==> src/rtl/demux_1x2_32.sv <==
// demux_1x2_32: routes one input word stream to one of two output channels.
// Each channel has a one-entry buffer (data register plus valid flag) that
// drives its outputs directly. The upstream side gets backpressure only from
// the channel that the current word selects. A channel can drain and reload
// in the same cycle, so each channel sustains one word per cycle.
// Optional feature: define DEMUX_COUNT_EN to add the 16-bit per-channel
// accepted-word counters on ports cntA/cntB.
module demux_1x2_32 #(
  parameter int WIDTH = 32
) (
  input  logic             clk,
  input  logic             rst,
  input  logic [WIDTH-1:0] inData,
  input  logic             inSel,
  input  logic             inValid,
  output logic             inReady,
  output logic [WIDTH-1:0] outA,
  output logic             outAValid,
  input  logic             outAReady,
  output logic [WIDTH-1:0] outB,
  output logic             outBValid,
  input  logic             outBReady
`ifdef DEMUX_COUNT_EN
  ,
  output logic [15:0]      cntA,
  output logic [15:0]      cntB
`endif
);

  logic [WIDTH-1:0] a_data_q, a_data_d;
  logic [WIDTH-1:0] b_data_q, b_data_d;
  logic             a_vld_q, a_vld_d;
  logic             b_vld_q, b_vld_d;
  logic             a_room, b_room;
  logic             accept, load_a, load_b;

  // Handshake decode: a channel has room when it is empty or draining this cycle
  always_comb begin
    a_room  = !a_vld_q || outAReady;
    b_room  = !b_vld_q || outBReady;
    inReady = inSel ? b_room : a_room;
    accept  = inValid && inReady;
    load_a  = accept && !inSel;
    load_b  = accept && inSel;
  end

  // Next buffer state: a load wins over a drain, so drain+load keeps valid high
  always_comb begin
    a_data_d = load_a ? inData : a_data_q;
    b_data_d = load_b ? inData : b_data_q;
    a_vld_d  = load_a || (a_vld_q && !outAReady);
    b_vld_d  = load_b || (b_vld_q && !outBReady);
  end

  // Channel buffers; reset clears both data and valid so outputs read zero
  always_ff @(posedge clk or posedge rst) begin
    if (rst) begin
      a_data_q <= '0;
      b_data_q <= '0;
      a_vld_q  <= 1'b0;
      b_vld_q  <= 1'b0;
    end else begin
      a_data_q <= a_data_d;
      b_data_q <= b_data_d;
      a_vld_q  <= a_vld_d;
      b_vld_q  <= b_vld_d;
    end
  end

  assign outA      = a_data_q;
  assign outAValid = a_vld_q;
  assign outB      = b_data_q;
  assign outBValid = b_vld_q;

`ifdef DEMUX_COUNT_EN
  logic [15:0] cnt_a_q, cnt_a_d;
  logic [15:0] cnt_b_q, cnt_b_d;

  // Counter increment per accepted word; natural 16-bit wrap
  always_comb begin
    cnt_a_d = cnt_a_q + {15'd0, load_a};
    cnt_b_d = cnt_b_q + {15'd0, load_b};
  end

  // Accepted-word counters
  always_ff @(posedge clk or posedge rst) begin
    if (rst) begin
      cnt_a_q <= '0;
      cnt_b_q <= '0;
    end else begin
      cnt_a_q <= cnt_a_d;
      cnt_b_q <= cnt_b_d;
    end
  end

  assign cntA = cnt_a_q;
  assign cntB = cnt_b_q;
`endif

endmodule

==> config.mk <==
export PLATFORM = sky130hd
export DESIGN_NAME = demux_1x2_32
export DESIGN_NICKNAME = d
export VERILOG_FILES = /design/src/rtl/demux_1x2_32.sv
export SDC_FILE = /design/constraint.sdc
export NUM_CORES = 1
export LEC_CHECK = 0
export ABC_AREA = 1
export ABC_CLOCK_PERIOD_IN_PS = 5100
export CORE_MARGIN = 1
export CORE_UTILIZATION = 47
export DETAILED_ROUTE_END_ITERATION = 6
export PLACE_DENSITY = 0.87
export SLEW_MARGIN = 10
export SYNTH_ARGS = -nofsm -noshare
export SYNTH_HDL_FRONTEND = slang
export SYNTH_SLANG_ARGS = --single-unit
==> constraint.sdc <==
create_clock -name clk -period 5.1 [get_ports clk]
set_clock_uncertainty 0.15 [all_clocks]
set_input_delay 1.53 -clock clk [delete_from_list [all_inputs] [get_ports clk]]
set_output_delay 1.53 -clock clk [all_outputs]
set_load 0.02 [all_outputs]
==> results.yml, run 1 <==
synth:
  synth_top_family_by_area: "simple AND/OR/NAND/NOR gates"
  synth_fa_ha_area_share_pct: 0
  synth-simple-area-share_pct: 34.1
  synth.distinct_cells: 10
  synth_compound_area_share_pct: 0
  synth_mux_area_share_pct: 0
  yosys_warnings: 0
  synth_xor_area_share_pct: 0
  synth_fp_nets: 335
  synth_area_um2: 2710
  syn_inst: 297
  ys_seq_area_share_pct: 60.9
  ys_seq_elements: 66
  avgSynthCellArea_um2: 9.14
clock_tree:
  cts_tree: "yes"
  clk_pin_slew_ns: 0.07
  cts.sinks: 66
  post_cts.repair.setup_buffers: 0
  numCtsBuffers: 9
  clk_path_buf_depth: 2
  clock-root-buffer: "clkbuf_8"
  ctsResizeCount: 0
  cts_hold_buf: 0
  worstSkewPairLatency_ns: 0.33
  htreeDepth: 3
setup_path:
  critical-path-max-stage-delay_ns: 0.59
  crit_fanout: 9
  rr_startpoint: "outBValid"
  cp_top_family: "buffers and inverters"
  critPathSlowestCell: "clkdlybuf4s50_1"
  r2r_slack_ns: 2.85
  r2r_cells: 6
  critical_path_arrival_ns: 2.92
  cp-start-kind: "input port"
  cp_num_buf_inv: 4
  setup.worst_path.end_class: "output pin"
  cp_data_required_time_ns: 3.42
  r2r-end: "outB[23]"
  path_cells: "clkdlybuf4s50_1, buf_4, inv_2, nand2_1, nand2_1, clkdlybuf4s50_1"
  path_class: "in -> out"
sta:
  rsz0062_at_grt: "false"
  max_freq_mhz: 217
  setup-tns-final_ns: 0
  min_period_over_period_pct: 90.3
  drv_slew: 0
  setup_slack_ns: 0.495
  fin_crit_ns: 4.60
  tightest_slew_ns: 1.04
  maxSlewHeadroom_pct: 30.8
  hold_viol_final: 0
  setup_viol: 0
route:
  drt_iter0_drc: 230
  routed_wl_um: 7560
  detail-route-antenna-nets: 0
  dr.pass1.iters: 5
  viasPerCell: 5.53
  drc_errors: 0
  vias: 2604
  post_drt_wl_per_cell_um: 16.1
power_and_ir_drop:
  ir_drop_mv: 0.204
  powerDensity_nw_per_um2: 387
  leakage_nw: 1.94
  p_total_mw: 1.54
finish:
  drive_above_1_share_pct: 6.52
  nets: 432
  finalInstanceArea_um2: 3980
  syn_to_final_growth_pct: 46.5
  layout_common_cells: "nand2_1 (134), clkdlybuf4s50_1 (103), dfrtp_1 (66), nand4_1 (64), clkbuf_8 (11)"
  multi_input_area_um2: 925
  insertedDiodeCount: 0
  final_common_cell: "nand2_1"
  seq_area_um2: 1650
  fin_util_pct: 71.7
  fillers: 433
hold_path:
  whs_path_depth: 2
  whs_endpoint: "outA[4]"
  min_path_type: "reg -> reg"
  hp-start: "outA[4]"
floorplan:
  die_y_um: 78.0
  die_w_um: 78.0
  die_area_um2: 6080
  initial_core_util_pct: 49.0
  core-area_um2: 5540
  rows: 27
  io_pins: 105
place:
  io_buffers: 104
  postPlaceCellArea_um2: 3780
  dp_hpwl_um: 4840
  gp_congestion: 0.776
  dp_slack_ns: 0.500
global_route:
  track_usage_pct: 25.7
  overflow: 0
  antenna_found_initial: 0
  grt_pass1_vias: 2423
  grt_pass1_wl_um: 11900
  grt_start_max_net_pins: 66
job:
  drv_cap: 0
status:
  outcome: "complete, no violations"
through the flow:
step | std cells | hold WS, ns
final | 471 | 0.320
after global routing | 471 | 0.350
after CTS | 471 | 0.325
after detailed placement | 455 | 0.308
after global placement | 455 | 0.302
after floorplan | 297 | 0.429
power breakdown:
group / internal [mW] / switching, mW
registers: 0.606 / 0.0481
logic: 0.204 / 0.241
clock network: 0.253 / 0.185
final cells by class:
type	count	share of cell area, %
inverter	4	0.378
clock buffer	14	4.09
multi-input combinational	201	23.3
clock inverter	2	0.881
sequential	66	41.5
tap	72	2.27
timing repair buffer	112	27.6
registers in the layout, indices dropped and copies added, names as in the netlist:
name / count
outB: 32
outA: 32
outBValid: 1
outAValid: 1
cell usage after synthesis:
cell type  number  area [um^2]
dfrtp_1        66         1650
clkbuf_1        6         22.5
inv_1           3         11.3
inv_2           1         3.75
nand2_2         1         6.26
nand3_2         1         10.0
nand2_1       134          503
nand3_1         1         5.00
buf_2          20          100
nand4_1        64          400
worst min-delay path: stages (launching register included):
cell	delay [ns]
dfrtp_1	0.34
nand2_1	0.05
nand2_1	0.05
cells by family after synthesis:
| kind of cell | Yosys count |
|---|---|
| buf+inv | 30 |
| flops | 66 |
| simple gates | 201 |
worst max path at each step:
| stage | startpoint | end | slack (ns) | depth (start not counted) |
|---|---|---|---|---|
| final | inSel | inReady | 0.50 | 6 |
| after global routing | inSel | inReady | 0.45 | 6 |
| after CTS | inSel | inReady | 0.50 | 6 |
| after detailed placement | inSel | inReady | 0.50 | 6 |
| after global placement | inSel | inReady | 0.52 | 6 |
| after floorplan | inSel | inReady | 1.22 | 4 |
layer usage:
metal / vias to the layer above / routed length (um) / share of wire [%] / global-route usage (%)
met2: 146 / 3690 / 49 / 41.1
met5: - / 0 / 0 / 0
met3: 13 / 654 / 8.7 / 4.47
li1: 1198 / - / - / -
met4: 0 / 121 / 1.6 / 11.1
met1: 1247 / 3090 / 41 / 34.7
Power figures use the tool's default switching activity.
==> inputs of run 2 (changes only) <==
Settings changed: ABC_CLOCK_PERIOD_IN_PS 5100 to 5710, CORE_UTILIZATION 47 to 31, PLACE_DENSITY 0.87 to 0.62.
Clock period 5.1 ns to 5.71 ns, I/O delays scaled along.
==> run 2 against run 1 <==
Effect of this change: utilization decreased by 24 points; die area increased by 50%; critical endpoint unchanged; sequential power decreased by 11%; count of clock-buffer cells in the layout down 3; cell count is 6.8% higher.
==> results.yml, run 2 (same netlist as run 1, synthesis figures left out) <==
hold_path:
  min_path_type: "reg -> reg"
floorplan:
  core-area_um2: 8340
  initial_core_util_pct: 32.5
  io_pins: 105
  die_area_um2: 9130
  die_w_um: 95.6
  die_y_um: 95.6
  rows: 33
power_and_ir_drop:
  powerDensity_nw_per_um2: 341
  leakage_nw: 1.94
  ir_drop_mv: 0.134
sta:
  min_period_over_period_pct: 89.3
  maxSlewHeadroom_pct: 49.9
  rsz0062_at_grt: "false"
  setup_viol: 0
  setup-tns-final_ns: 0
  tightest_slew_ns: 0.750
  fin_crit_ns: 5.10
  holdWs_ns: 0.322
  max_freq_mhz: 196
  drv_slew: 0
  hold_viol_final: 0
route:
  dr.pass1.iters: 4
  vias: 2487
  drt_iter0_drc: 130
  post_drt_wl_per_cell_um: 15.0
  drc_errors: 0
  viasPerCell: 4.94
  routed_wl_um: 7550
  detail-route-antenna-nets: 0
setup_path:
  rr_startpoint: "outAValid"
  cp-start-kind: "input port"
  path_class: "in -> out"
  crit_fanout: 10
  r2r_cells: 5
  cp_data_required_time_ns: 3.85
  critical_path_arrival_ns: 3.24
  endpoint: "inReady"
  r2r-end: "outA[12]"
  r2r_slack_ns: 3.59
  setup.worst_path.end_class: "output pin"
  crit_path_start: "inSel"
finish:
  layout_common_cells: "nand2_1 (134), clkdlybuf4s50_1 (103), dfrtp_1 (66), nand4_1 (64), clkbuf_8 (10)"
  insertedDiodeCount: 0
  fin_util_pct: 48.0
  fillers: 824
  nets: 431
  seq_area_um2: 1650
  multi_input_area_um2: 925
  final_common_cell: "nand2_1"
  syn_to_final_growth_pct: 47.6
  drive_above_1_share_pct: 6.78
global_route:
  grt_start_max_net_pins: 38
  grt_pass1_vias: 2426
  met2_usage_pct: 29.6
  use_met1_pct: 22.4
  grt_pass1_wl_um: 12200
  busiest_layer: "met2"
  track_usage_pct: 17.7
  antenna_found_initial: 0
  grt_use_met3_pct: 4.07
  overflow: 0
place:
  io_buffers: 104
  dp_hpwl_um: 4900
  gp_congestion: 0.778
clock_tree:
  cts.sinks: 66
  cts_tree: "yes"
  post_cts.repair.setup_buffers: 0
  worstSkewPairLatency_ns: 0.33
  numCtsBuffers: 9
  ctsResizeCount: 0
  clock-root-buffer: "clkbuf_8"
  clk_path_buf_depth: 2
  cts_hold_buf: 0
  clk_pin_slew_ns: 0.07
  htreeDepth: 3
status:
  outcome: "complete, no violations"
job:
  drv_cap: 0
run 2: cell count changes in the layout (fill, tap and decap cells not counted):
cell | previous run | this run
clkbuf_1 | 3 | 1
clkinv_2 | 1 | 3
buf_4 | 8 | 7
clkbuf_8 | 11 | 10
clkinv_4 | 0 | 1
run 2: worst min path at each step:
stage / depth (start not counted) / end / startpoint
detailed placement: 2 / outB[1] / outB[1]
floorplan: 2 / outA[11] / outA[11]
CTS: 2 / outB[30] / outB[30]
global route: 2 / outB[22] / outB[22]
finish: 2 / outB[1] / outB[1]
global placement: 2 / outB[10] / outB[10]
run 2: power breakdown:
group,switching [mW],leakage [nW],internal [mW],total [mW]
registers,0.0428,0.818,0.541,0.584
logic,0.212,1.01,0.182,0.394
clock network,0.176,0.103,0.212,0.388
total,0.431,1.94,0.935,1.37
run 2: metrics by stage:
step                      power [mW]  setup slack, ns  area, um^2  std cells
after global placement         0.986            0.626        3810        487
after floorplan                0.777             1.46        2710        297
after CTS                       1.38            0.591        4010        503
final                           1.37            0.609        4010        503
after global routing            1.44            0.528        4010        503
after detailed placement       0.991            0.594        3810        487
run 2: worst max-delay path, cell delays in order:
cell and delay (ns):
clkdlybuf4s50_1 0.72, nand2_1 0.10, nand2_1 0.08, clkdlybuf4s50_1 0.62
run 2: metal layers:
layer	share of wire, %	vias to the layer above
met3	5.7	11
met1	44	1206
met4	1.2	0
met5	0	-
li1	-	1195
met2	49	75
run 2: layout make-up:
cell class / count / share of cell area (%)
clock buffers: 11 / 3.53
multi-input cells: 201 / 23.1
repair buffers: 111 / 27.2
flip-flops and latches: 66 / 41.2
inverters: 4 / 0.375
clock inverters: 5 / 1.34
well taps: 105 / 3.28
==> inputs of run 3 (changes only) <==
Settings changed: MAX_ROUTING_LAYER set to met4, SLEW_MARGIN 10 to unset.
==> run 3 against run 2 <==
Effect of this change: worst hold slack about the same; via count down 0.56%; power about the same; cell area unchanged; critical endpoint unchanged.
==> results.yml, run 3 (same netlist as run 1, synthesis figures left out) <==
power_and_ir_drop:
  p_int_uw: 935
  powerDensity_nw_per_um2: 341
  power.switching_uw: 431
  clockPowerShare_pct: 28.5
  leakage_nw: 1.94
  switching_share_pct: 31.6
  p_comb_share_pct: 28.8
  p_seq_share_pct: 42.7
  ir_drop_mv: 0.134
setup_path:
  critPathSlowestCell: "clkdlybuf4s50_1"
  r2r_slack_ns: 3.59
  rr_startpoint: "outAValid"
  cp_data_required_time_ns: 3.85
  path_cells: "clkdlybuf4s50_1, nand2_1, nand2_1, clkdlybuf4s50_1"
  crit_fanout: 10
  path_class: "in -> out"
  critical-path-max-stage-delay_ns: 0.72
  cp-start-kind: "input port"
  r2r_cells: 5
  critical_path_arrival_ns: 3.23
  r2r-end: "outA[25]"
  setup.worst_path.end_class: "output pin"
route:
  detail-route-antenna-nets: 0
  wl_met2_um: 3810
  top_layer: "met4"
  viasPerCell: 4.92
  wl_met3_um: 379
  drt_iter0_drc: 106
  dr.pass1.iters: 4
  drt-met1-wl_um: 3360
  drc_errors: 0
  vias: 2473
  routed_wl_um: 7580
  post_drt_wl_per_cell_um: 15.1
finish:
  syn_to_final_growth_pct: 47.6
  fin_cells: 503
  nets: 431
  multi_input_area_um2: 925
  fillers: 824
  drive_above_1_share_pct: 6.78
  final_common_cell: "nand2_1"
  insertedDiodeCount: 0
  seq_area_um2: 1650
  layout_common_cells: "nand2_1 (134), clkdlybuf4s50_1 (103), dfrtp_1 (66), nand4_1 (64), clkbuf_8 (10)"
clock_tree:
  ctsResizeCount: 0
  numCtsBuffers: 9
  cts_tree: "yes"
  htreeDepth: 3
  cts.sinks: 66
  worstSkewPairLatency_ns: 0.33
  clk_path_buf_depth: 2
  clock-root-buffer: "clkbuf_8"
  cts_hold_buf: 0
  clk_pin_slew_ns: 0.07
  post_cts.repair.setup_buffers: 0
place:
  io_buffers: 104
  dp.cells: 487
  gp_congestion: 0.788
  dp_hpwl_um: 4900
floorplan:
  initial_core_util_pct: 32.5
  die_w_um: 95.6
  io_pins: 105
  die_area_um2: 9130
  rows: 33
  die_y_um: 95.6
  core-area_um2: 8340
job:
  drv_cap: 0
global_route:
  track_usage_pct: 18.2
  grt_start_max_net_pins: 38
  grt_pass1_wl_um: 12200
  overflow: 0
  grt_pass1_vias: 2426
  antenna_found_initial: 0
sta:
  setup_viol: 0
  setup-tns-final_ns: 0
  fin_crit_ns: 5.10
  tightest_slew_ns: 0.752
  rsz0062_at_grt: "false"
  maxSlewHeadroom_pct: 49.8
  drv_slew: 0
  max_freq_mhz: 196
  hold_viol_final: 0
  min_period_over_period_pct: 89.3
hold_path:
  whs_path_depth: 2
  whs_endpoint: "outB[1]"
  hp-start: "outB[1]"
  min_path_type: "reg -> reg"
status:
  outcome: "complete, no violations"
-- run 3: worst max-delay path by stage --
| stage | from | end | slack (ns) | depth (start not counted) |
|---|---|---|---|---|
| global placement | inSel | inReady | 0.63 | 4 |
| global route | inSel | inReady | 0.53 | 4 |
| floorplan | inSel | inReady | 1.46 | 4 |
| CTS | inSel | inReady | 0.59 | 4 |
| detailed placement | inSel | inReady | 0.59 | 4 |
| finish | inSel | inReady | 0.61 | 4 |
-- run 3: power by group through the flow --
stage	registers, mW	clock network [mW]	logic, mW
after floorplan	0.679	0	0.0982
after global routing	0.592	0.420	0.427
after detailed placement	0.593	0	0.398
after CTS	0.585	0.398	0.400
final	0.584	0.389	0.394
after global placement	0.591	0	0.395
-- run 3: through the flow --
stage / hold WS [ns] / worst slack [ns] / cell area [um^2] / utilization, % / total power, mW
global placement: 0.304 / 0.626 / 3810 / 45.7 / 0.986
CTS: 0.325 / 0.591 / 4010 / 48.0 / 1.38
global route: 0.336 / 0.528 / 4010 / 48.0 / 1.44
detailed placement: 0.308 / 0.594 / 3810 / 45.7 / 0.991
floorplan: 0.429 / 1.46 / 2710 / - / 0.777
finish: 0.322 / 0.614 / 4010 / 48.0 / 1.37
-- run 3: cell type report --
cell class | instances | area share, %
sequential | 66 | 41.2
timing repair buffer | 111 | 27.2
multi-input combinational | 201 | 23.1
clock buffer | 11 | 3.53
tap | 105 | 3.28
clock inverter | 5 | 1.34
inverter | 4 | 0.375
-- run 3: critical path, delay by kind of cell --
| family | cells | cell delay (ns) |
|---|---|---|
| buffers and inverters | 2 | 1.35 |
| AND/OR/NAND/NOR | 2 | 0.17 |
-- run 3: per-layer routing --
layer | vias up | GRT usage, %
met5 | - | -
met4 | 0 | 5.97
met3 | 8 | 4.15
met2 | 62 | 29.6
met1 | 1209 | 22.5
li1 | 1194 | -
